--- src/rtl/load_store_unit.sv ---
// Byte/half/word load-store adapter between the MIPS datapath and a word-wide synchronous RAM.
// Latency: load 3, sub-word store 3 (read-modify-write), word store 2, misaligned 1 cycle to done.
// No queueing: req is sampled only while idle; busy stalls the core until the done cycle.
module load_store_unit #(
    parameter int ADDR_WIDTH = 8
) (
    input  logic                  clk,
    input  logic                  reset,
    input  logic                  req,
    input  logic                  we,
    input  logic [1:0]            size,
    input  logic                  unsigned_ld,
    input  logic [ADDR_WIDTH+1:0] byte_addr,
    input  logic [31:0]           wdata,
    output logic [31:0]           rdata,
    output logic                  done,
    output logic                  misaligned,
    output logic                  busy,
    output logic                  mem_read,
    output logic                  mem_write,
    output logic [ADDR_WIDTH-1:0] mem_addr,
    output logic [31:0]           mem_wdata,
    input  logic [31:0]           mem_rdata
);

    localparam logic [2:0] S_IDLE    = 3'd0;
    localparam logic [2:0] S_READ    = 3'd1;
    localparam logic [2:0] S_EXTRACT = 3'd2;
    localparam logic [2:0] S_MERGE   = 3'd3;
    localparam logic [2:0] S_WRITE   = 3'd4;
    localparam logic [2:0] S_DONE    = 3'd5;

    logic [2:0]            state;
    logic                  lat_we;
    logic [1:0]            lat_size;
    logic                  lat_uns;
    logic [ADDR_WIDTH+1:0] lat_addr;
    logic [31:0]           lat_wdata;
    logic                  err;

    logic                  req_mis;
    logic [7:0]            ld_byte;
    logic [15:0]           ld_half;
    logic [31:0]           ld_val;
    logic [31:0]           merged;

    assign req_mis = (size == 2'b11)
                   | ((size == 2'b01) & byte_addr[0])
                   | ((size == 2'b10) & (byte_addr[1:0] != 2'b00));

    always_ff @(posedge clk or posedge reset) begin
        if (reset) begin
            state     <= S_IDLE;
            lat_we    <= 1'b0;
            lat_size  <= 2'b00;
            lat_uns   <= 1'b0;
            lat_addr  <= '0;
            lat_wdata <= 32'h0;
            err       <= 1'b0;
            rdata     <= 32'h0;
        end else begin
            case (state)
                S_IDLE: begin
                    if (req) begin
                        lat_we    <= we;
                        lat_size  <= size;
                        lat_uns   <= unsigned_ld;
                        lat_addr  <= byte_addr;
                        lat_wdata <= wdata;
                        err       <= req_mis;
                        // Only a full-word store can skip the read; everything else needs the old word.
                        if (req_mis)
                            state <= S_DONE;
                        else if (we && size == 2'b10)
                            state <= S_WRITE;
                        else
                            state <= S_READ;
                    end
                end
                S_READ:    state <= lat_we ? S_MERGE : S_EXTRACT;
                S_EXTRACT: begin
                    rdata <= ld_val;
                    state <= S_DONE;
                end
                S_MERGE:   state <= S_DONE;
                S_WRITE:   state <= S_DONE;
                S_DONE:    state <= S_IDLE;
                default:   state <= S_IDLE;
            endcase
        end
    end

    always_comb begin
        ld_byte = 8'h00;
        case (lat_addr[1:0])
            2'b00: ld_byte = mem_rdata[7:0];
            2'b01: ld_byte = mem_rdata[15:8];
            2'b10: ld_byte = mem_rdata[23:16];
            2'b11: ld_byte = mem_rdata[31:24];
            default: ld_byte = 8'h00;
        endcase
        ld_half = lat_addr[1] ? mem_rdata[31:16] : mem_rdata[15:0];
        case (lat_size)
            2'b00:   ld_val = lat_uns ? {24'h0, ld_byte} : {{24{ld_byte[7]}}, ld_byte};
            2'b01:   ld_val = lat_uns ? {16'h0, ld_half} : {{16{ld_half[15]}}, ld_half};
            default: ld_val = mem_rdata;
        endcase
    end

    // Replace only the addressed lane of the word fetched in READ; the RAM holds it on mem_rdata.
    always_comb begin
        merged = mem_rdata;
        if (lat_size == 2'b00) begin
            case (lat_addr[1:0])
                2'b00: merged[7:0]   = lat_wdata[7:0];
                2'b01: merged[15:8]  = lat_wdata[7:0];
                2'b10: merged[23:16] = lat_wdata[7:0];
                2'b11: merged[31:24] = lat_wdata[7:0];
                default: merged = mem_rdata;
            endcase
        end else if (lat_addr[1]) begin
            merged[31:16] = lat_wdata[15:0];
        end else begin
            merged[15:0] = lat_wdata[15:0];
        end
    end

    always_comb begin
        case (state)
            S_MERGE: mem_wdata = merged;
            S_WRITE: mem_wdata = lat_wdata;
            default: mem_wdata = 32'h0;
        endcase
    end

    assign mem_read   = (state == S_READ);
    assign mem_write  = (state == S_MERGE) | (state == S_WRITE);
    assign done       = (state == S_DONE);
    assign misaligned = (state == S_DONE) & err;
    assign busy       = (state != S_IDLE);
    assign mem_addr   = lat_addr[ADDR_WIDTH+1:2];

endmodule
--- config.mk ---
export PLATFORM = sky130hd
export DESIGN_NAME = load_store_unit
export DESIGN_NICKNAME = d
export VERILOG_FILES = /design/src/rtl/load_store_unit.sv
export SDC_FILE = /design/constraint.sdc
export NUM_CORES = 1
export LEC_CHECK = 0
export BUFFER_PORTS_ARGS = -buffer_cell sky130_fd_sc_hd__buf_2
export CAP_MARGIN = 5
export CORE_UTILIZATION = 28
export CTS_CLUSTER_SIZE = 10
export DETAILED_ROUTE_END_ITERATION = 12
export PLACE_DENSITY = 0.59
export SLEW_MARGIN = 10
export SYNTH_ARGS = -nofsm -noshare
export SYNTH_HDL_FRONTEND = slang
export SYNTH_SLANG_ARGS = --single-unit
--- constraint.sdc ---
create_clock -name clk -period 5.3 [get_ports clk]
set_input_delay 0.265 -clock clk [delete_from_list [all_inputs] [get_ports clk]]
set_output_delay 0.265 -clock clk [all_outputs]
set_load 0.03 [all_outputs]
==> flow_summary.toml <==
[run_status]
status = "finished clean"

[synthesis]
synth-xor-area-share_pct = 0
yosys.area_share.simple_pct = 19.4
ys_types = 46
synthAdderAreaFrac_pct = 0
synthCells = 476
ys.flop_type = "dfrtp_1"
synthArstFlopShare_pct = 100
netlist.area_leader.share_pct = 42.1
synth-edff-count = 0
synth_area_leaders = "dfrtp_1, mux2_4, mux2_2"
synth_compound_area_share_pct = 15.0
synth_top_family_by_area = "simple AND/OR/NAND/NOR gates"
synth_top_cell_by_area = "dfrtp_1"
synthesis.nets = 557
synth_mux_area_share_pct = 16.6
yosysMostFrequentCell = "dfrtp_1"
netlist_top_cells_count = "dfrtp_1, nand2_1, nand3_1, mux2_4"
synth_seq_area_share_pct = 42.1
synth_warnings = 0
synth_area_um2 = 4870
syn_area_per_cell_um2 = 10.2
ys_ff_latch = 82

[layout]
drive_gt1_share_pct = 40.0
final_cell_area_um2 = 5960
num-nets-final = 683
fillers = 1737
antenna_cells = 0
syn_to_final_growth_pct = 22.5

[timing]
maxSlewViolCount = 0
setup_tns_ns = 0
finalCritPeriodShare_pct = 58.2
tightest_slew_ns = 1.08
rsz0062_at_grt = "false"
max_slew_margin_pct = 28.2
skew_ns = 0.00521
max_freq_mhz = 324
fin_crit_ns = 3.09
hold_viol = 0
setup_viol_count_final = 0

[route]
num_vias = 4261
drt-initial-drc-count = 319
antenna_left = 0
viasPerCell = 5.15
drt-wirelength-per-cell_um = 19.9
drc = 0
totalWireLength_mm = 16.4
firstDrtPassIters = 5

[worst_setup_path]
crit_type = "reg2out"
cpLargestDelayFamily = "compound AO/OA/AOI/OAI gates"
critPathCaptureType = "primary output"
crit_path_max_fanout = 16
critPathRequiredTime_ns = 5.04
arrival_ns = 2.82
cp_cell_sequence = "nor2_1, o21ai_1, a221oi_1, a21o_1, buf_2"
start_kind = "register"
cp_num_buf_inv = 1
critPathSlowestCell = "nor2_1"
cpPeakStageDelay_ns = 0.83

[global_route]
grt_max_degree = 83
antenna_found_initial = 0
overflow = 0
grt_pass1_wl_mm = 24.5
grtUsageTotal_pct = 18.5
grt_pass1_vias = 4104

[placed_design]
gp_congestion = 0.817
postPlaceCellArea_um2 = 5660
dp_hpwl_mm = 12.4
io_buffers = 157

[power_and_ir_drop]
power_frac_comb_pct = 54.4
intPower_w = 0.00219
clock_power_share_pct = 15.4
powerDensity_nw_per_um2 = 695
power_leakage_nw = 2.86
switching_power_w = 0.00196
p_sw_share_pct = 47.2
seqPwrFrac_pct = 30.2
peakVddDrop_mv = 0.342

[floorplan]
fp.coreArea_um2 = 16800
num_rows = 47
initial_utilization_pct = 29.1
die_h_um = 134
die_x_um = 134
die_area_um2 = 17900
io_pins = 158

[hold_path]
min_path_type = "in2reg"

[clocking]
clock_latency_ns = 0.34
post_cts_buffers = 0
cts_resized = 0
cts_tree = "done"
path_clk_slew_ns = 0.06
clockBufferDepth = 2
cts_sinks = 82
cts_buffers = 9
h-tree-depth = 3
cts_root_buf = "clkbuf_16"
cts_hold_buf = 0

[run]
drv_cap = 0
==> stage by stage <==
| step | worst slack (ns) | util [%] | total power, W | hold WS (ns) | instances |
|---|---|---|---|---|---|
| floorplan | 2.93 | - | 0.00297 | 0.413 | 476 |
| global placement | 2.68 | 33.8 | 0.00348 | 0.460 | 811 |
| detailed placement | 2.62 | 33.8 | 0.00352 | 0.476 | 811 |
| CTS | 2.24 | 35.6 | 0.00417 | 0.134 | 827 |
| global route | 1.92 | 35.6 | 0.00439 | 0.133 | 827 |
| finish | 2.21 | 35.6 | 0.00414 | 0.146 | 827 |
==> per-layer routing <==
| layer | part of all wire (%) | GRT usage [%] |
|---|---|---|
| met3 | 7.2 | 4.50 |
| met1 | 46 | 25.5 |
| met2 | 46 | 29.3 |
| met4 | 1.0 | 3.66 |
| met5 | 0 | 0 |
==> power groups by stage <==
stage	sequential (W)	combinational, W	clock, W
final	0.00125	0.00225	0.000640
after global placement	0.00124	0.00223	0
after CTS	0.00125	0.00226	0.000656
after detailed placement	0.00126	0.00226	0
after global routing	0.00129	0.00241	0.000682
after floorplan	0.00133	0.00164	0
==> logic make-up after synthesis <==
logic type / after synthesis
AOI/OAI and AO/OA: 99
buffers and inverters: 52
DFF: 82
muxes: 63
and+or+nand+nor: 180
==> cell usage in the layout, fill, tap and decap left out, types with 2 or more instances in the layout <==
master	n
o21ai_0	25
a21oi_1	10
buf_4	5
nor2b_1	7
a221oi_1	15
mux2_4	30
nor2_1	24
a22o_1	8
inv_1	4
clkbuf_8	2
buf_2	157
dfrtp_1	82
a32o_1	8
nand3_1	34
nand2_1	53
nor3_1	5
a21o_1	9
or2_2	2
clkinv_2	4
o21ai_1	4
clkbuf_16	9
a211oi_1	7
and2_1	2
and3_1	2
nor2_2	2
mux2_2	22
o22ai_1	6
nand3b_1	8
mux2i_1	11
nand2b_1	17
nor3b_1	15
and3b_1	2
==> cell type report <==
type                       instances  area, µm²  area share [%]
clock buffer                      11        253            4.24
clock inverter                     5       52.6           0.881
inverter                           5       20.0           0.336
multi-input combinational        342       2490            41.7
sequential                        82       2050            34.4
tap                              220        275            4.62
timing repair buffer             162        823            13.8
==> registers in the layout, indices dropped and copies added (netlist names) <==
signal and count:
lat_uns 1, lat_wdata 32, lat_we 1, rdata 32, lat_addr 10, lat_size 2
state 3, err 1
==> path summary, 6_finish.rpt <==
check | startpoint | to | slack [ns] | depth (start not counted)
hold / removal | wdata[24] | lat_wdata[24] | 0.15 | 2
setup / recovery | lat_size[0] | mem_wdata[12] | 2.21 | 5
max in group asynchronous | reset | err | 4.36 | 3
min in group asynchronous | reset | rdata[25] | 0.26 | 3
setup reg to reg | state[2] | lat_we | 2.75 | 4
hold reg to reg | rdata[6] | rdata[6] | 0.48 | 2
(Power assumes the default switching activity.)
